### src/rtl/uart_tx_arb.sv
// Two-client round-robin arbiter feeding a UART serializer, with start timeout and inter-frame gap.
// Latency: combinational accept in IDLE; tx_start one clk after accept.
// Backpressure: accepts only in IDLE with tx_busy low; clients hold valid/data until their ready pulse.
module uart_tx_arb #(
  parameter int unsigned GAP_BCLK = 1,
  parameter int unsigned START_TO = 4
) (
  input  logic       clk,
  input  logic       rst_n,
  input  logic       bclk,
  input  logic       req0_valid,
  input  logic [7:0] req0_data,
  output logic       req0_ready,
  input  logic       req1_valid,
  input  logic [7:0] req1_data,
  output logic       req1_ready,
  input  logic       tx_busy,
  output logic       tx_start,
  output logic [7:0] tx_din,
  output logic       grant_id,
  output logic       err_to
);

  typedef enum logic [2:0] {
    IDLE,
    LAUNCH,
    WAIT_BUSY,
    SEND,
    GAP
  } state_t;

  localparam logic [3:0] TO_LAST = 4'(START_TO - 1);
  localparam logic [4:0] GAP_N   = 5'(GAP_BCLK);

  state_t     state, state_nxt;
  logic       arm;
  logic       last_gnt;
  logic       bclk_q;
  logic       busy_q;
  logic [3:0] gap_cnt, gap_cnt_nxt;
  logic [3:0] to_cnt, to_cnt_nxt;
  logic       bclk_rise;
  logic       busy_fall;
  logic       accept;
  logic       sel;

  assign bclk_rise = bclk & ~bclk_q;
  assign busy_fall = busy_q & ~tx_busy;

  // On contention the client that did not win last time goes next.
  assign sel    = (req0_valid & req1_valid) ? ~last_gnt : req1_valid;
  // arm keeps readies low while rst_n is asserted, even if a client is already valid.
  assign accept = (state == IDLE) & arm & (req0_valid | req1_valid) & ~tx_busy;

  always_comb begin
    state_nxt   = state;
    gap_cnt_nxt = gap_cnt;
    to_cnt_nxt  = to_cnt;
    tx_start    = 1'b0;
    err_to      = 1'b0;
    req0_ready  = 1'b0;
    req1_ready  = 1'b0;
    case (state)
      IDLE: begin
        if (accept) begin
          req0_ready = ~sel;
          req1_ready = sel;
          state_nxt  = LAUNCH;
        end
      end
      LAUNCH: begin
        tx_start   = 1'b1;
        to_cnt_nxt = 4'd0;
        state_nxt  = WAIT_BUSY;
      end
      WAIT_BUSY: begin
        if (tx_busy) begin
          to_cnt_nxt = 4'd0;
          state_nxt  = SEND;
        end else if (to_cnt == TO_LAST) begin
          // Serializer never picked the byte up: drop it and report.
          err_to     = 1'b1;
          to_cnt_nxt = 4'd0;
          state_nxt  = IDLE;
        end else begin
          to_cnt_nxt = to_cnt + 4'd1;
        end
      end
      SEND: begin
        if (busy_fall) begin
          gap_cnt_nxt = 4'd0;
          state_nxt   = (GAP_N == 5'd0) ? IDLE : GAP;
        end
      end
      GAP: begin
        if (bclk_rise) begin
          if (({1'b0, gap_cnt} + 5'd1) >= GAP_N) begin
            gap_cnt_nxt = 4'd0;
            state_nxt   = IDLE;
          end else begin
            gap_cnt_nxt = gap_cnt + 4'd1;
          end
        end
      end
      default: state_nxt = IDLE;
    endcase
  end

  always_ff @(posedge clk or negedge rst_n) begin
    if (!rst_n) begin
      state    <= IDLE;
      arm      <= 1'b0;
      last_gnt <= 1'b1;
      grant_id <= 1'b0;
      tx_din   <= 8'h00;
      gap_cnt  <= 4'd0;
      to_cnt   <= 4'd0;
      bclk_q   <= 1'b0;
      busy_q   <= 1'b0;
    end else begin
      state   <= state_nxt;
      arm     <= 1'b1;
      gap_cnt <= gap_cnt_nxt;
      to_cnt  <= to_cnt_nxt;
      bclk_q  <= bclk;
      busy_q  <= tx_busy;
      if (accept) begin
        tx_din   <= sel ? req1_data : req0_data;
        grant_id <= sel;
        last_gnt <= sel;
      end
    end
  end

endmodule

### config.mk
export PLATFORM = sky130hd
export DESIGN_NAME = uart_tx_arb
export DESIGN_NICKNAME = d
export VERILOG_FILES = /design/src/rtl/uart_tx_arb.sv
export SDC_FILE = /design/constraint.sdc
export NUM_CORES = 1
export LEC_CHECK = 0
export ABC_AREA = 1
export CAP_MARGIN = 10
export CORE_MARGIN = 2
export CORE_UTILIZATION = 50
export DETAILED_ROUTE_END_ITERATION = 12
export PLACE_DENSITY = 0.91
export SKIP_CTS_REPAIR_TIMING = 1
export SYNTH_ARGS = -nofsm -noshare
export SYNTH_HDL_FRONTEND = slang
export SYNTH_SLANG_ARGS = --single-unit
### constraint.sdc
create_clock -name clk -period 2.7 [get_ports clk]
set_clock_uncertainty 0.05 [all_clocks]
set_input_delay 0.54 -clock clk [delete_from_list [all_inputs] [get_ports clk]]
set_output_delay 0.54 -clock clk [all_outputs]
set_load 0.05 [all_outputs]
==> reports/qor.tcl <==
set qor(die_h_microns) 54.2
set qor(dr.max_layer_used) {met4}
set qor(die-area_sq_um) 2930
set qor(post_synth_instance_area_sq_um) 1260
set qor(preCtsSetupSlack_ns) 0.201
set qor(worstSetupEndpointType) {output port}
set qor(cts.root.buffer_cell) {sky130_fd_sc_hd__clkbuf_4}
set qor(critical_path.top_delay_family) {buffers and inverters}
set qor(synthMostInstantiatedCell) {sky130_fd_sc_hd__nand2_1}
set qor(routed_via_density) 4.95
set qor(yosysUniqueCellTypes) 24
set qor(yosys-top-cells-area) {sky130_fd_sc_hd__dfrtp_1 (46%), sky130_fd_sc_hd__nand2_1 (13%), sky130_fd_sc_hd__nor2_1 (5.1%)}
set qor(drive_above_1_share) 0.160
set qor(wirelength_mm) 2.69
set qor(grt_start_max_net_pins) 25
set qor(ctsLongestPathBuffers) 2
set qor(seq_power_share) 0.347
set qor(comb_power_share) 0.539
set qor(grt_pass1_vias) 1125
set qor(routedWlPerCell_microns) 12.3
set qor(post-route-period-util) 0.923
set qor(utilization) 0.699
set qor(route.layer.met1.wl_mm) 1.10
set qor(postSynthNetCount) 175
set qor(max_freq_mhz) 401
set qor(switching_share) 0.476
set qor(final_weighted_congestion_in_routability_driven_placement) 0.866
set qor(clk_pin_slew_worst_paths_ns) 0.13
set qor(pwr-share-clk) 0.114
set qor(detailed_place_hpwl_mm) 2.17
set qor(critPathKind) {flip-flop to output port}
set qor(coreArea_sq_um) 2430
set qor(initialDrtViolationCount) 14
set qor(setup.worst_path.start_class) {flip-flop}
set qor(synth.yosys.seq_area_share) 0.478
set qor(stdcell_area_sq_um) 1700
set qor(floorplan.rows) 18
set qor(detailed_place.area_sq_um) 1660
set qor(synth_top_area_frac) 0.457
set qor(intPower_uw) 862
set qor(num_antenna_cells) 0
set qor(rsz_0062_raised_after_global_routing) {false}
set qor(synthArstFlopShare) 1.00
set qor(globalRouteOverflowTotal) 0
set qor(synth-main-ff-cell) {sky130_fd_sc_hd__dfrtp_1}
set qor(worst_path_largest_cell_delay_ns) 0.79
set qor(synth_enable_flop_cells) 0
set qor(layout.filler_cells) 194
set qor(drv.max_cap_violation_count) 0
set qor(netSwitchingPower_uw) 784
set qor(timing.final.max_slew_violations) 0
set qor(layout-area-overhead-vs-synth_pct) 35.0
set qor(status) {finished, final reports clean}
set qor(drt-pass1-iter-count) 4
set qor(tritoncts) {yes}
set qor(power_leakage_nw) 0.815
set qor(initial_core_util) 0.517
set qor(grt.total_usage) 0.214
set qor(synth-seq-cells) 24
set qor(final-setup-viol-count) 0
set qor(cp.buffers_inverters) 3
set qor(antenna_violating_nets_post_route) 0
set qor(hold_path_class) {flip-flop to flip-flop}
set qor(finalSetupTns_ns) 0
set qor(cts_made_buffers) 3
set qor(synthCells) 150
set qor(crit_path_cell_chain) {inv_2 > nand3_2 > inv_1 > clkdlybuf4s50_1}
set qor(max-slew-margin-rel) 0.659
set qor(post-route-min-period_ns) 2.49
set qor(num_vias) 1080
set qor(setup_ws_ns) 0.209
set qor(io_buffers) 34
set qor(crit_fanout) 6
set qor(timing_worst_slew_pin_value_ns) 0.510
set qor(worstPathArrival_ns) 1.90
set qor(synthesis.area_per_instance_sq_um) 8.39
set qor(yosysWarningCount) 0
set qor(synthTopCellsByCount) {sky130_fd_sc_hd__nand2_1 (45), sky130_fd_sc_hd__dfrtp_1 (23), sky130_fd_sc_hd__nor2_1 (17)}
set qor(grt_pass1_wl_mm) 4.53
set qor(p_per_area_nw_per_um2) 969
set qor(antenna_found_initial) 0
set qor(ctsHtreeMaxLevel) 1
set qor(route.met3.wl_microns) 157
set qor(insertion_delay_ns) 0.31
set qor(cell_type_with_the_highest_aggregate_area_in_the_netlist) {sky130_fd_sc_hd__dfrtp_1}
set qor(die_width_microns) 54.2
set qor(final_nets) 214
set qor(timing.final.hold_violations) 0
set qor(post_route_drc) 0
set qor(critPathRequiredTime_ns) 2.11
set qor(detailroute.wirelength.met2_mm) 1.40
set qor(max-vdd-ir-drop_mv) 0.675
set qor(critical_path.slowest_cell) {sky130_fd_sc_hd__clkdlybuf4s50_1}
set qor(cts.sink_count) 24
set qor(design.portCount) 35
-- worst min-delay path: stages, from the launching register on --
cell and delay (ns):
sky130_fd_sc_hd__dfstp_2 0.40, sky130_fd_sc_hd__nand2_1 0.06, sky130_fd_sc_hd__o21ai_1 0.06
-- cell usage in the layout (no fill, tap or decap) --
| cell | Yosys | routed |
|---|---|---|
| sky130_fd_sc_hd__a21boi_2 | 1 | 1 |
| sky130_fd_sc_hd__nor2_4 | 2 | 2 |
| sky130_fd_sc_hd__a21oi_1 | 4 | 4 |
| sky130_fd_sc_hd__ha_1 | 3 | 3 |
| sky130_fd_sc_hd__buf_4 | 0 | 1 |
| sky130_fd_sc_hd__inv_1 | 15 | 15 |
| sky130_fd_sc_hd__conb_1 | 1 | 1 |
| sky130_fd_sc_hd__nor2_8 | 2 | 2 |
| sky130_fd_sc_hd__o21ai_1 | 3 | 3 |
| sky130_fd_sc_hd__nor2_1 | 17 | 17 |
| sky130_fd_sc_hd__nand2_2 | 3 | 3 |
| sky130_fd_sc_hd__nand4_1 | 1 | 1 |
| sky130_fd_sc_hd__o21ai_0 | 2 | 2 |
| sky130_fd_sc_hd__dfstp_2 | 1 | 1 |
| sky130_fd_sc_hd__nor3_1 | 1 | 1 |
| sky130_fd_sc_hd__nor2_2 | 2 | 2 |
| sky130_fd_sc_hd__nor3_2 | 2 | 2 |
| sky130_fd_sc_hd__clkinv_2 | 1 | 1 |
| sky130_fd_sc_hd__nand3_1 | 12 | 12 |
| sky130_fd_sc_hd__nand3_4 | 1 | 1 |
| sky130_fd_sc_hd__dfrtp_1 | 23 | 23 |
| sky130_fd_sc_hd__buf_12 | 0 | 3 |
| sky130_fd_sc_hd__nand2_1 | 45 | 45 |
| sky130_fd_sc_hd__clkdlybuf4s50_1 | 0 | 31 |
| sky130_fd_sc_hd__clkbuf_8 | 0 | 1 |
| sky130_fd_sc_hd__nand3_2 | 4 | 4 |
| sky130_fd_sc_hd__inv_2 | 3 | 3 |
| sky130_fd_sc_hd__clkbuf_4 | 0 | 3 |
-- sequential cells by signal (all words and copies together), names as in the netlist --
name / flops
state: 3
tx_din: 8
gap_cnt: 4
to_cnt: 4
bclk_q: 1
busy_q: 1
last_gnt: 1
arm: 1
grant_id: 1
-- per-layer routing --
layer / vias to the layer above / GRT usage
met3: 4 / 0.0472
li1: 540 / -
met5: - / 0
met1: 495 / 0.243
met2: 41 / 0.371
met4: 0 / 0.108
-- layout make-up --
type / instances / area [sq um] / share of cell area
inverter: 19 / 72.6 / 0.0427
clock buffer: 4 / 36.3 / 0.0214
tap: 30 / 37.5 / 0.0221
timing repair buffer: 35 / 378 / 0.222
sequential: 24 / 602 / 0.354
multi-input combinational: 106 / 573 / 0.337
-- cells by family after synthesis --
logic type	count (synthesis)	share of synthesized area
flops	24	0.478
other cells	1	0.00298
buf+inv	20	0.0666
simple gates	92	0.378
compound gates	10	0.0447
fa+ha+maj	3	0.0298
-- final timing paths --
| kind | depth (start not counted) | slack, ns | from | to |
|---|---|---|---|---|
| max in group asynchronous | 2 | 1.80 | rst_n | last_gnt$_DFFE_PN1P_ |
| max reg2reg | 8 | 1.27 | gap_cnt[0]$_DFFE_PN0P_ | state[0]$_DFFE_PN0P_ |
| min | 2 | 0.45 | last_gnt$_DFFE_PN1P_ | last_gnt$_DFFE_PN1P_ |
| min in group asynchronous | 2 | 0.51 | rst_n | bclk_q$_DFF_PN0_ |
| min reg2reg | 2 | 0.45 | last_gnt$_DFFE_PN1P_ | last_gnt$_DFFE_PN1P_ |
| max | 4 | 0.21 | state[2]$_DFFE_PN0P_ | tx_start |
-- power groups by stage --
| stage | Sequential, mW | Combinational [mW] | Clock, mW |
|---|---|---|---|
| after global routing | 0.585 | 0.965 | 0.206 |
| final | 0.571 | 0.888 | 0.188 |
| after floorplan | 0.775 | 0.399 | 0 |
| after detailed placement | 0.574 | 0.886 | 0 |
| after global placement | 0.568 | 0.858 | 0 |
| after CTS | 0.569 | 0.890 | 0.192 |
-- metrics by stage --
| step | std cells | hold slack (ns) | power, mW |
|---|---|---|---|
| global placement | 214 | 0.414 | 1.43 |
| global route | 218 | 0.470 | 1.76 |
| finish | 218 | 0.445 | 1.65 |
| detailed placement | 214 | 0.430 | 1.46 |
| floorplan | 150 | 0.194 | 1.17 |
| CTS | 218 | 0.449 | 1.65 |
No activity file was read; power rests on OpenSTA's default activity.
